--- src/rtl/mult_seq_ctrl_if.sv ---
// rtl/mult_seq_ctrl_if.sv - issue-side/datapath-side signal bundle for the shift-add multiplier sequencer
interface mult_seq_ctrl_if #(
    parameter int CNT_W = 5
);
    logic             start;
    logic             ack;
    logic             abort;
    logic             product_0;
    logic             ready;
    logic             busy;
    logic             load;
    logic             add_product;
    logic             shift_right;
    logic             write;
    logic             done;
    logic [CNT_W-1:0] iter;

    modport master (
        output start, ack, abort, product_0,
        input  ready, busy, load, add_product, shift_right, write, done, iter
    );

    modport slave (
        input  start, ack, abort, product_0,
        output ready, busy, load, add_product, shift_right, write, done, iter
    );
endinterface

--- src/rtl/mult_seq_ctrl.sv ---
// rtl/mult_seq_ctrl.sv - shift-add multiplier sequencer: load, WIDTH test/shift iterations, done/ack
module mult_seq_ctrl #(
    parameter int WIDTH = 32,
    parameter int CNT_W = 5
) (
    input logic           clk,
    input logic           clr,
    mult_seq_ctrl_if.slave bus
);
    typedef enum logic [2:0] {
        S_IDLE,
        S_LOAD,
        S_TEST,
        S_SHIFT,
        S_DONE
    } state_t;

    localparam logic [CNT_W-1:0] LAST_ITER = CNT_W'(WIDTH - 1);

    state_t           r_state;
    state_t           w_state_nxt;
    logic [CNT_W-1:0] r_iter;
    logic             r_ready;
    logic             r_busy;
    logic             r_load;
    logic             r_shift;
    logic             r_done;
    logic             w_last;
    logic             w_add;

    assign w_last = (r_iter == LAST_ITER);

    always_comb begin
        w_state_nxt = r_state;
        if (bus.abort && r_state != S_IDLE) begin
            w_state_nxt = S_IDLE;
        end else begin
            case (r_state)
                S_IDLE:  if (bus.start) w_state_nxt = S_LOAD;
                S_LOAD:  w_state_nxt = S_TEST;
                S_TEST:  w_state_nxt = S_SHIFT;
                S_SHIFT: w_state_nxt = w_last ? S_DONE : S_TEST;
                S_DONE:  if (bus.ack) w_state_nxt = S_IDLE;
                default: w_state_nxt = S_IDLE;
            endcase
        end
    end

    // Outputs are registered from the next state so they match a decode of r_state.
    always_ff @(posedge clk) begin
        if (clr) begin
            r_state <= S_IDLE;
            r_iter  <= '0;
            r_ready <= 1'b1;
            r_busy  <= 1'b0;
            r_load  <= 1'b0;
            r_shift <= 1'b0;
            r_done  <= 1'b0;
        end else begin
            r_state <= w_state_nxt;
            r_ready <= (w_state_nxt == S_IDLE);
            r_busy  <= (w_state_nxt == S_LOAD) || (w_state_nxt == S_TEST) ||
                       (w_state_nxt == S_SHIFT);
            r_load  <= (w_state_nxt == S_LOAD);
            r_shift <= (w_state_nxt == S_SHIFT);
            r_done  <= (w_state_nxt == S_DONE);
            if (r_state == S_LOAD) begin
                r_iter <= '0;
            end else if (r_state == S_SHIFT && w_state_nxt == S_TEST) begin
                r_iter <= r_iter + 1'b1;
            end
        end
    end

    // Gate product_0 by state so an undriven LSB outside TEST cannot leak through.
    assign w_add = (r_state == S_TEST) ? bus.product_0 : 1'b0;

    assign bus.ready       = r_ready;
    assign bus.busy        = r_busy;
    assign bus.load        = r_load;
    assign bus.add_product = w_add;
    assign bus.shift_right = r_shift;
    assign bus.write       = r_load | r_shift | w_add;
    assign bus.done        = r_done;
    assign bus.iter        = r_iter;
endmodule

--- src/flat_wrapper.sv ---
// flat-port wrapper written by rule: the top's interface ports become plain ports
module mult_seq_ctrl_flat 
#(
    parameter int WIDTH = 32,
    parameter int CNT_W = 5
)
  (clk, clr, bus_start, bus_ack, bus_abort, bus_product_0, bus_ready, bus_busy, bus_load, bus_add_product, bus_shift_right, bus_write, bus_done, bus_iter);
  mult_seq_ctrl_if #(.CNT_W(CNT_W)) bus_i ();
  input logic clk;
  input logic clr;
  input wire logic [$bits(bus_i.start)-1:0] bus_start;
  input wire logic [$bits(bus_i.ack)-1:0] bus_ack;
  input wire logic [$bits(bus_i.abort)-1:0] bus_abort;
  input wire logic [$bits(bus_i.product_0)-1:0] bus_product_0;
  output wire logic [$bits(bus_i.ready)-1:0] bus_ready;
  output wire logic [$bits(bus_i.busy)-1:0] bus_busy;
  output wire logic [$bits(bus_i.load)-1:0] bus_load;
  output wire logic [$bits(bus_i.add_product)-1:0] bus_add_product;
  output wire logic [$bits(bus_i.shift_right)-1:0] bus_shift_right;
  output wire logic [$bits(bus_i.write)-1:0] bus_write;
  output wire logic [$bits(bus_i.done)-1:0] bus_done;
  output wire logic [$bits(bus_i.iter)-1:0] bus_iter;
  assign bus_i.start = bus_start;
  assign bus_i.ack = bus_ack;
  assign bus_i.abort = bus_abort;
  assign bus_i.product_0 = bus_product_0;
  assign bus_ready = bus_i.ready;
  assign bus_busy = bus_i.busy;
  assign bus_load = bus_i.load;
  assign bus_add_product = bus_i.add_product;
  assign bus_shift_right = bus_i.shift_right;
  assign bus_write = bus_i.write;
  assign bus_done = bus_i.done;
  assign bus_iter = bus_i.iter;
  mult_seq_ctrl #(.WIDTH(WIDTH), .CNT_W(CNT_W)) u_core (.clk(clk), .clr(clr), .bus(bus_i));
endmodule
--- config.mk ---
export PLATFORM = sky130hd
export DESIGN_NAME = mult_seq_ctrl_flat
export DESIGN_NICKNAME = d
export VERILOG_FILES = /design/src/rtl/mult_seq_ctrl_if.sv /design/src/rtl/mult_seq_ctrl.sv /design/src/flat_wrapper.sv
export SDC_FILE = /design/constraint.sdc
export NUM_CORES = 1
export LEC_CHECK = 0
export BUFFER_PORTS_ARGS = -buffer_cell sky130_fd_sc_hd__clkbuf_2
export CAP_MARGIN = 0
export CORE_MARGIN = 5
export CORE_UTILIZATION = 48
export DETAILED_ROUTE_END_ITERATION = 6
export MAX_ROUTING_LAYER = met4
export PLACE_DENSITY_LB_ADDON = 0.08
export SYNTH_ARGS = -nofsm -noshare
export SYNTH_HDL_FRONTEND = slang
export SYNTH_SLANG_ARGS = --single-unit
--- constraint.sdc ---
create_clock -name clk -period 2.25 [get_ports clk]
set_input_delay 0.45 -clock clk [delete_from_list [all_inputs] [get_ports clk]]
set_output_delay 0.45 -clock clk [all_outputs]
set_load 0.005 [all_outputs]
Word level (Yosys, flattened, before mapping)
Cells that the tools add are included.

Reductions and logical operators: 8. Eq/ne operators: 9. Add/subtract/negate cells: 1. Bitwise operators: 2. Mux-type cells: 6.

Operator list (count): $pmux 3 s5 (1); $eq 3x2->1 const B (4); $mux 3 (4); $eq 3x1->1 const B (2); $eq 3x3->1 const B (2); $logic_not 3->1 (2); $add 5x1->5 const B (1); $eq 5x5->1 const B (1); $reduce_bool 3->1 (1); $logic_and 1x1->1 (2); $logic_or 1x1->1 (2); $or 1x1->1 (2); $reduce_or 2->1 (1); $mux 1 (1).

Register bits: 13.

Longest topological paths before layout
Depth in word-level cells: 7. Mapped depth: 7. Depth with buffers taken out: 6.

Worst setup path before layout
Ideal clock, no wire load.

Path kind: register -> register. Start point: register u_core.r_iter[0], in the netlist u_core.bus.iter[0]. End point: register u_core.r_iter[3], in the netlist u_core.bus.iter[3]. Required time: 2180 ps. Library setup time: 70 ps. Path slack: 515 ps. Data arrival time: 1666 ps. Cell stages (with the launch flop): 7. Path through: dfxtp_1 -> ha_1 -> and3_1 -> ha_1 -> clkbuf_1 -> or4_1 -> a21oi_1.

Word-level cells in the longest chain between the ends: 6.

RTL lines: start, declared (line mult_seq_ctrl.sv:22) `logic [CNT_W-1:0] r_iter;`; start signal, assigned (line mult_seq_ctrl.sv:70) `r_iter <= r_iter + 1'b1;`; $eq 5x5->1 (line mult_seq_ctrl.sv:31) `assign w_last = (r_iter == LAST_ITER);`; $mux 3 (line mult_seq_ctrl.sv:42) `S_SHIFT: w_state_nxt = w_last ? S_DONE : S_TEST;`; $pmux 3 s5 (line mult_seq_ctrl.sv:38) `case (r_state)`; $mux 3 (line mult_seq_ctrl.sv:35) `if (bus.abort && r_state != S_IDLE) begin`; $eq 3x2->1 (line mult_seq_ctrl.sv:69) `end else if (r_state == S_SHIFT && w_state_nxt == S_TEST) begin`; $logic_and 1x1->1 (line mult_seq_ctrl.sv:69).

Several ways; a longest one is shown, not always the timed one. A chain may end at the register's enable or synchronous reset.

Worst setup path in the final report
Start point: register u_core.r_iter[0], in the netlist u_core.bus.iter[0]. End point: register u_core.r_load, in the netlist u_core.bus.load.

Word-level cells in the longest chain between the ends: 5.

RTL lines: $eq 5x5->1 (line mult_seq_ctrl.sv:31); $mux 3 (line mult_seq_ctrl.sv:42); $pmux 3 s5 (line mult_seq_ctrl.sv:38); $mux 3 (line mult_seq_ctrl.sv:35); $eq 3x1->1 (line mult_seq_ctrl.sv:64) `r_load <= (w_state_nxt == S_LOAD);`; end signal, assigned (line mult_seq_ctrl.sv:64); end, declared (line mult_seq_ctrl.sv:25) `logic r_load;`.

No other way between the ends.

==> metrics.yaml <==
timing:
  drv_slew: 0
  slew_headroom_pct: 70.82
  finalSetupViolations: 0
  post-route-min-period_ns: 1.946
  fin_tns_setup_ns: 0
  rsz0062_at_grt: "false"
  finalCritPeriodShare_pct: 86.49
  tightestPinTransition_ns: 0.4370
  final-hold-violation-count: 0
  fmax_mhz: 513.9
  fin_skew_ns: 0.007947
floorplan:
  num_rows: 13
  initial_core_util_pct: 50.00
  core_area_um2: 1269
  ioPinCount: 18
  die_area_um2: 2149
  die_h_um: 46.36
  fp.dieW_um: 46.36
critical_path:
  slowest_stage: "or4_4"
  crit_path_start_kind: "flop"
  arrival_ns: 2.10
  crit_chain: "ha_1, and3_1, ha_1, and3_2, or4_4, nor2b_1"
  slowest_delay_ns: 0.42
  crit_fanout: 11
  cp.required_ns: 2.40
  path_class: "flop to flop"
  end_kind: "flop"
  cpMostUsedCell: "ha_1"
synth:
  yosysUniqueCellTypes: 28
  synth-edff-count: 0
  ys_warn_count: 0
  ys_seq_area_share_pct: 41.03
  synth_nets: 73
  syn_area_um2: 634.4
  syn_inst: 65
  syn_area_per_cell_um2: 9.759
  yosys_register_bits: 13
  async_reset_ff_share_pct: 0
  ys.flop_type: "dfxtp_1"
clock_tree:
  cts_buffers: 3
  clockBufferDepth: 2
  clk_latency_ns: 0.27
  clk_pin_slew_ns: 0.08
  cts_sinks: 13
  cts_max_level: 1
  clock-root-buffer: "clkbuf_4"
  cts_tree: "yes"
  cts_setup_buffers: 0
  cts_hold_buf: 0
  post_cts_resized: 0
drt:
  wl_per_cell_um: 12.57
  drtAntennaViolNets: 0
  drt_iter0_drc: 6
  dr.pass1.iters: 2
  post-route-drc-count: 0
  via_per_inst: 5.474
  routed_wl_mm: 1.219
  vias: 531
place:
  routabilityCongestion: 0.7267
  port_buffers: 17
  post_dp_cell_area_um2: 708.2
  detailed_place_hpwl_um: 908.1
power_and_ir_drop:
  vdd_drop_max_uv: 285.5
  power_frac_seq_pct: 58.3
  p_total_mw: 0.4194
  p_sw_mw: 0.09957
  pwr-share-comb_pct: 8.4
  p_int_mw: 0.3199
  switching_share_pct: 23.74
  leakage_nw: 0.3126
  power_density_nw_per_um2: 570.1
  p_clk_share_pct: 33.2
run_status:
  status: "finished clean"
final_layout:
  antenna_cells: 0
  drive_gt1_share_pct: 32.93
  finish.utilization_pct: 57.99
  multiInputGateArea_um2: 332.8
  stdcell_area_um2: 735.7
  nFillCells: 131
  seqCellArea_um2: 260.3
  synthToLayoutAreaGrowth_pct: 15.98
  layout.nets: 91
grt:
  antenna_found_initial: 0
  grt_pass1_vias: 487
  gr-total-overflow: 0
  grt_pass1_wl_mm: 2.049
  grt_max_degree: 14
  grt_usage_pct: 13.81
run:
  cap_violations: 0
worst_hold_path:
  hold_path.class: "primary input to flop"
==> cells in the mapped netlist (2+ instances only) <==
library cell,count,share of area (%)
o21ai_0,4,3.2
nor3_1,3,2.4
or3_1,3,3.0
ha_1,2,3.9
a21oi_1,5,3.9
o31ai_1,2,2.4
inv_1,3,1.8
dfxtp_1,13,41
nor2_1,6,3.6
nand2_1,2,1.2
buf_4,2,2.4
or4_1,2,2.4
nand3_1,3,2.4
==> registers in the layout, indices dropped and copies added (netlist names) <==
register	count
u_core.bus.done	1
u_core.bus.iter	5
u_core.bus.ready	1
u_core.bus.shift_right	1
u_core.bus.busy	1
u_core.r_state	3
u_core.bus.load	1
==> final cells by class <==
cell class / count / share of cell area, %
clock buffers: 3 / 3.061
clock inverters: 1 / 0.6803
inverters: 3 / 1.531
multi-input cells: 45 / 45.24
flip-flops and latches: 13 / 35.37
well taps: 15 / 2.551
repair buffers: 17 / 11.56
==> through the flow <==
stage                     setup WS (ns)  cells  hold slack, ns
after floorplan                  0.5145     65          0.4763
after global placement           0.3719     93          0.4889
after detailed placement         0.3236     93          0.4916
after CTS                        0.3089     97          0.4369
after global routing             0.2147     97          0.4358
final                            0.3039     97          0.4446
==> critical path: cells and delay by family (launching register included) <==
kind          cells  cell delay [ns]
fa+ha+maj         2             0.51
flops             1             0.35
simple gates      4             0.97
==> logic make-up after synthesis <==
family          synth area share (%)
buf+inv                        6.507
flops                          41.03
compound gates                 17.36
simple gates                   31.16
fa+ha+maj                      3.944
==> power groups by stage <==
stage | registers (mW) | clock network [mW] | logic (mW)
after global placement | 0.250 | 0 | 0.0360
after floorplan | 0.246 | 0 | 0.0241
after detailed placement | 0.250 | 0 | 0.0361
final | 0.245 | 0.139 | 0.0353
after CTS | 0.245 | 0.147 | 0.0361
after global routing | 0.246 | 0.161 | 0.0395
==> cell usage in the layout, fill, tap and decap left out, types with 2 or more instances in the layout <==
cell,count
clkbuf_2,17
dfxtp_1,13
nor2_1,6
a21oi_1,5
o21ai_0,4
nor3_1,3
or3_1,3
inv_1,3
nand3_1,3
clkbuf_4,3
nand2_1,2
o31ai_1,2
or4_1,2
ha_1,2
==> routing by layer <==
layer / wire length, µm / global-route usage [%] / vias to the layer above
li1: - / - / 280
met1: 596 / 17.76 / 241
met2: 560 / 19.78 / 8
met3: 48 / 3.516 / 2
met4: 14 / 6.818 / 0
met5: 0 / - / -
==> final timing paths <==
check / start / end / slack [ns] / depth (start not counted)
worst max-delay path: u_core.bus.iter[0]$_SDFFE_PP0P_ / u_core.bus.load$_SDFF_PP0_ / 0.30 / 6
worst min register to register: u_core.bus.iter[3]$_SDFFE_PP0P_ / u_core.bus.iter[3]$_SDFFE_PP0P_ / 0.51 / 2
worst min-delay path: clr / u_core.r_state[2]$_SDFF_PP0_ / 0.44 / 2
worst max register to register: u_core.bus.iter[0]$_SDFFE_PP0P_ / u_core.bus.load$_SDFF_PP0_ / 0.30 / 6
Note: power is estimated with default switching activity, not from simulation.
